$ cat src/rtl/regfile_mp.sv
// Multi-port integer register file: NUM_RD read ports, two prioritised write ports and a
// per-register busy scoreboard. Define REGFILE_BYPASS_EN for same-cycle write forwarding.
module regfile_mp #(
    parameter int unsigned DATA_W   = 32,
    parameter int unsigned ADDR_W   = 5,
    parameter int unsigned NUM_RD   = 2,
    parameter int unsigned ZERO_REG = 1
) (
    input  logic                       clk,
    input  logic                       rst,
    input  logic [NUM_RD*ADDR_W-1:0]   rd_addr,
    output logic [NUM_RD*DATA_W-1:0]   rd_data,
    output logic [NUM_RD-1:0]          rd_busy,
    input  logic                       wen0,
    input  logic [ADDR_W-1:0]          waddr0,
    input  logic [DATA_W-1:0]          wdata0,
    input  logic                       wen1,
    input  logic [ADDR_W-1:0]          waddr1,
    input  logic [DATA_W-1:0]          wdata1,
    input  logic                       iss_en,
    input  logic [ADDR_W-1:0]          iss_rd,
    output logic [ADDR_W:0]            busy_cnt
);

    localparam int unsigned Depth = 2 ** ADDR_W;

    logic [DATA_W-1:0] regs_q [Depth];
    logic [DATA_W-1:0] regs_d [Depth];
    logic [Depth-1:0]  busy_q, busy_d;
    logic [Depth-1:0]  hit0, hit1;
    logic [ADDR_W:0]   busy_cnt_q, busy_cnt_d;

    function automatic logic is_zero(input logic [ADDR_W-1:0] a);
        return (ZERO_REG != 0) && (a == '0);
    endfunction

    // Per-register write decode; the hardwired zero register never matches.
    always_comb begin
        hit0 = '0;
        hit1 = '0;
        for (int unsigned i = 0; i < Depth; i++) begin
            hit0[i] = wen0 && (waddr0 == ADDR_W'(i)) && !is_zero(ADDR_W'(i));
            hit1[i] = wen1 && (waddr1 == ADDR_W'(i)) && !is_zero(ADDR_W'(i));
        end
    end

    always_comb begin
        for (int unsigned i = 0; i < Depth; i++) begin
            regs_d[i] = regs_q[i];
            if (hit1[i]) begin
                regs_d[i] = wdata1;
            end else if (hit0[i]) begin
                regs_d[i] = wdata0;
            end
        end
    end

    // A new issue outranks a same-cycle write: the newer producer still owns the register.
    always_comb begin
        busy_d     = busy_q;
        busy_cnt_d = '0;
        for (int unsigned i = 0; i < Depth; i++) begin
            if (iss_en && (iss_rd == ADDR_W'(i)) && !is_zero(ADDR_W'(i))) begin
                busy_d[i] = 1'b1;
            end else if (hit0[i] || hit1[i]) begin
                busy_d[i] = 1'b0;
            end
            busy_cnt_d = busy_cnt_d + (ADDR_W + 1)'(busy_d[i]);
        end
    end

    always_ff @(posedge clk or posedge rst) begin
        if (rst) begin
            for (int unsigned i = 0; i < Depth; i++) begin
                regs_q[i] <= '0;
            end
            busy_q     <= '0;
            busy_cnt_q <= '0;
        end else begin
            for (int unsigned i = 0; i < Depth; i++) begin
                regs_q[i] <= regs_d[i];
            end
            busy_q     <= busy_d;
            busy_cnt_q <= busy_cnt_d;
        end
    end

    // Reads are gated during reset so a forwarded write cannot leak out.
    always_comb begin
        logic [ADDR_W-1:0] ra;
        ra      = '0;
        rd_data = '0;
        rd_busy = '0;
        for (int unsigned k = 0; k < NUM_RD; k++) begin
            ra = rd_addr[k*ADDR_W +: ADDR_W];
            if (!rst && !is_zero(ra)) begin
                rd_data[k*DATA_W +: DATA_W] = regs_q[ra];
                rd_busy[k]                  = busy_q[ra];
`ifdef REGFILE_BYPASS_EN
                if (wen1 && (waddr1 == ra)) begin
                    rd_data[k*DATA_W +: DATA_W] = wdata1;
                    rd_busy[k]                  = 1'b0;
                end else if (wen0 && (waddr0 == ra)) begin
                    rd_data[k*DATA_W +: DATA_W] = wdata0;
                    rd_busy[k]                  = 1'b0;
                end
`else
`endif
            end
        end
    end

    assign busy_cnt = busy_cnt_q;

endmodule
$ cat config.mk
export PLATFORM = sky130hd
export DESIGN_NAME = regfile_mp
export DESIGN_NICKNAME = d
export VERILOG_FILES = /design/src/rtl/regfile_mp.sv
export SDC_FILE = /design/constraint.sdc
export NUM_CORES = 2
export LEC_CHECK = 0
export BUFFER_PORTS_ARGS = -buffer_cell sky130_fd_sc_hd__buf_2
export CAP_MARGIN = 20
export CORE_MARGIN = 1
export CORE_UTILIZATION = 55
export DETAILED_ROUTE_END_ITERATION = 8
export GPL_TIMING_DRIVEN = 0
export HOLD_SLACK_MARGIN = 0.12
export MAX_ROUTING_LAYER = met4
export PLACE_DENSITY = 0.69
export REMOVE_ABC_BUFFERS = 1
export SYNTH_ARGS = -nofsm -noshare
export SYNTH_HDL_FRONTEND = slang
export SYNTH_SLANG_ARGS = --single-unit
$ cat constraint.sdc
create_clock -name clk -period 60.6 [get_ports clk]
set_clock_uncertainty 0.1 [all_clocks]
set_input_delay 3.03 -clock clk [delete_from_list [all_inputs] [get_ports clk]]
set_output_delay 3.03 -clock clk [all_outputs]
set_load 0.01 [all_outputs]
# Word level (Yosys, flattened, before mapping)
# Cells that the tools add are included.
# totals
ff_bits,1029
inputBits,94
wordCells,462
# classes
add_sub_neg,30
order_cmp,4
n_eq_ne,93
mux,138
bitwise,2
reduce_logical,162
# ops
operator,n
32-bit 2-to-1 mux,68
32-bit binary-select mux with 5-bit select,2
5-bit equality test (second input constant),48
6-bit by 1-bit adder with 6-bit output,25
5-bit by 4-bit equality test with 1-bit output (second input constant),24
1-bit logical AND,95
1-bit 2-to-1 mux,66
2-bit nonzero test,31
5-bit by 3-bit equality test with 1-bit output (second input constant),12
1-bit logical OR,31
5-bit by 2-bit equality test with 1-bit output (second input constant),6
5-bit by 1-bit equality test with 1-bit output (second input constant),3
6-bit greater-or-equal comparator (second input constant),2
5-bit by 6-bit less-than comparator with 1-bit output (second input constant),2
5-bit inverter with 6-bit output,2
1-bit binary-select mux with 5-bit select,2
5-bit zero test,2
5-bit by 1-bit adder with 6-bit output,1
4-bit by 1-bit adder with 5-bit output,1
3-bit by 1-bit adder with 4-bit output,1
2-bit by 1-bit adder with 3-bit output,1
1-bit zero test,3
1-bit by 1-bit adder with 2-bit output,1

# Longest topological paths before layout
# logic_depth
ltp_word,35
depth_mapped,24
mapped_depth_nobuf,21

# Least setup slack after synthesis
# No wires, ideal clock.
# synth_path
kind,input port to output port
startpoint,in rst
endpoint,out rd_data[12]
arrival_time_ps,35475
required_ps,57470
slack_ps,21995
cell_stages,4
path_buffers,1
cell_sequence,inv_1 > clkbuf_1 > nand4_1 > a222oi_1
# synth_via
elab_chain_len,3
# synth_rtl
element,line,rtl
start: declaration,10,"input logic rst,"
1-bit zero test,96,if (!rst && !is_zero(ra)) begin
1-bit logical AND,96,
32-bit 2-to-1 mux,96,
end: declaration,12,"output logic [NUM_RD*DATA_W-1:0] rd_data,"
# No other way between the ends.

# Final worst setup path
# layout_path
startpoint,in rd_addr[1]
endpoint,out rd_data[25]
# layout_via
elab_chain_len,5
# layout_rtl
element,line,rtl
start: declaration,11,"input logic [NUM_RD*ADDR_W-1:0] rd_addr,"
5-bit inverter with 6-bit output (not written as such),97,rd_data[k*DATA_W +: DATA_W] = regs_q[ra];
32-bit binary-select mux with 5-bit select,97,
32-bit 2-to-1 mux (not written as such) (2 in a row),97,
32-bit 2-to-1 mux *,96,
# Mark *: on every way between the ends. The rest lies on a longest branch, timed or not. The select of a mux whose other input is x is not followed.

==> summary.txt <==
delay-heaviest family, CP: buffers and inverters
Root Driver: clkbuf_16
ratio of cells with drive above 1 in the final layout: 17.24%
Seq/Total Area, Yosys: 39.32%
Final #Nets: 6167
Max VDD drop: 0.1240 mV
via count: 54340
fin crit share: 17.47%
# rows: 126
IO buf count: 165
Worst Setup Start Kind: primary input
largest net degree at the start of global routing: 124
Initial Utilization: 55.46%
arrival time at the worst endpoint: 7.46 ns
vias in the first global route: 52430
filler cell count: 9318
via/cell ratio: 7.070
clk_lat worst skew: 0.74 ns
IO Pins: 166
post-synthesis sequential element count: 1029
static leakage: 0.03292 uW
Post-synth EDFFs: 0
setup TNS: 0 ns
number of H-tree levels: 3
status: finished, final reports clean
hold slack: 0.4616 ns
Worst Max-Slew Pin Slew: 1.150 ns
flop2flop setup slack: 55.16 ns
Longest Clk Path Bufs: 3
Final Hold Fails: 0
core footprint: 118100 um^2
hold crit path type: reg -> reg
maximum clock frequency: 94.44 MHz
Final Setup Violations: 0
Rel. slew slack: 22.26%
Power Density: 34.42 nW/um^2
Ys Warns: 0
Overflow after GRT: 0
global-route wire length before repair: 355.0 mm
area of placed instances: 68440 um^2
Pins Over Slew Limit: 0
Max FO, Critical Path: 90
Synth top area share: 39.32%
# Post-CTS Setup Buffers: 0
most frequent cells after synthesis: 1211 x mux2i_1, 1029 x dfrtp_1, 729 x nand2_1, 558 x nor2_1, 558 x o21ai_0
setup repair after global routing missed its margin: false
critical-path cell list: buf_8, buf_16, buf_16, nor2b_4, buf_12, buf_12, a221o_1, a32oi_1, a2111oi_0, buf_2
Synth Flop Type: dfrtp_1
DRT antenna net count: 0
max_cap viols: 0
Yosys top cell by area: dfrtp_1
All-Layer GR Usage: 41.24%
average wire per standard cell: 31.69 um
DP HPWL: 147.1 mm
Post-Syn Area: 65490 um^2
DR DRC count: 0
post-synthesis cell count: 6363
TritonCTS clock tree: yes
Hold Buf Count CTS: 0
Data required, critical path: 57.47 ns
chip height: 347.1 um
CTS resizes: 0
Finished Cell Area: 72190 um^2
Yosys cell types: 67
Iter 0 DRT Violations: 8410
initial antenna violation count: 15
Syn Area/Cell: 10.29 um^2
TritonCTS buffer count: 113
die span in x: 347.1 um
clk slew on worst S/H paths: 0.06 ns
Crit. End Element: output pin
Slowest cell on crit path: a2111oi_0
area grow syn2layout: 10.23%
final wirelength: 243.6 mm
most frequent cell after synthesis: mux2i_1
DRT Pass-1 Iters: 8
top cells by area, synth: dfrtp_1 39%, mux2i_1 19%, mux4_2 13%
Crit Path Class: in -> out
Post-synth ARST share: 100.0%
RD Place Congestion: 0.8342
clk sinks: 1029
fin crit period: 10.59 ns
WP buf/inv: 6
CP peak stage delay: 0.85 ns
Die ar.: 120500 um^2
-- stage by stage --
step / std cells / power (uW) / util, % / worst slack (ns)
final: 7686 / 2485 / 61.13 / 50.01
after global routing: 7681 / 2606 / 61.12 / 50.09
after CTS: 7667 / 2470 / 61.09 / 50.18
after detailed placement: 7463 / 1767 / 57.96 / 50.19
after global placement: 7325 / 1747 / 54.86 / -9.901
after floorplan: 5624 / 1532 / - / 24.72
-- final cells by class --
| type | count | area [um^2] | share of cell area, % |
|---|---|---|---|
| clock inverter | 22 | 230.2 | 0.3189 |
| inverter | 35 | 147.6 | 0.2045 |
| clock buffer | 182 | 3470 | 4.806 |
| antenna | 18 | 45.04 | 0.06240 |
| sequential | 1029 | 25750 | 35.67 |
| tap | 1536 | 1922 | 2.662 |
| timing repair buffer | 304 | 3961 | 5.488 |
| multi-input combinational | 4560 | 36660 | 50.79 |
-- cell usage in the layout (no fill, tap or decap), drive strengths merged, types with 42 or more instances in the layout --
master and instances:
mux2i 1211, dfrtp 1029, nand2 729, nor2 566, o21ai 559, a21oi 462
mux4 367, buf 304, clkbuf 182, mux2 105, a31oi 72, nand2b 44
nor3 42
-- layer usage --
layer / vias up / track usage, % / part of all wire (%)
met3: 1068 / 11.83 / 13
met5: - / - / 0
met4: 0 / 25.28 / 7.3
met1: 26730 / 52.48 / 37
met2: 4043 / 58.12 / 43
li1: 22500 / - / -
-- where the power goes --
part	total, uW	internal [uW]	switching (uW)	leakage, uW
combinational	760	390	370	0.0185
sequential	1020	875	145	0.0126
clock	705	405	300	0.00182
total	2480	1670	815	0.0329
-- state kept, by name, indices dropped and copies added (netlist names) --
signal    count
regs_q      992
busy_q       31
busy_cnt      6
-- logic make-up after synthesis --
family	synth area share [%]
buf+inv	5.468
flops	39.32
fa+ha+maj	0.8368
compound gates	12.07
simple gates	9.345
mux	32.94
xor+xnor	0.02675
-- worst reg2reg max path, stage by stage (launching register included) --
cell and delay (ns):
dfrtp_1 0.40, a32o_1 0.26, fa_1 0.54, inv_1 0.05, fa_1 0.49, inv_1 0.05, fa_1 0.49, inv_1 0.06
fa_1 0.50, fa_1 0.50, inv_1 0.05, fa_1 0.47, inv_1 0.05, fa_1 0.41, fa_1 0.47, o21ai_0 0.17
a21oi_1 0.10, xnor2_1 0.13
-- final timing paths --
check / startpoint / to / depth (start not counted)
setup / recovery: rd_addr[1] / rd_data[25] / 10
hold / removal: regs_q[600]$_DFFE_PP0P_ / regs_q[600]$_DFFE_PP0P_ / 2
setup reg to reg: busy_q[24]$_DFF_PP0_ / busy_cnt[4]$_DFF_PP0_ / 17
hold reg to reg: regs_q[600]$_DFFE_PP0P_ / regs_q[600]$_DFFE_PP0P_ / 2
max in group asynchronous: rst / regs_q[109]$_DFFE_PP0P_ / 6
min in group asynchronous: rst / regs_q[421]$_DFFE_PP0P_ / 2
Note: power is estimated with default switching activity, not from simulation.
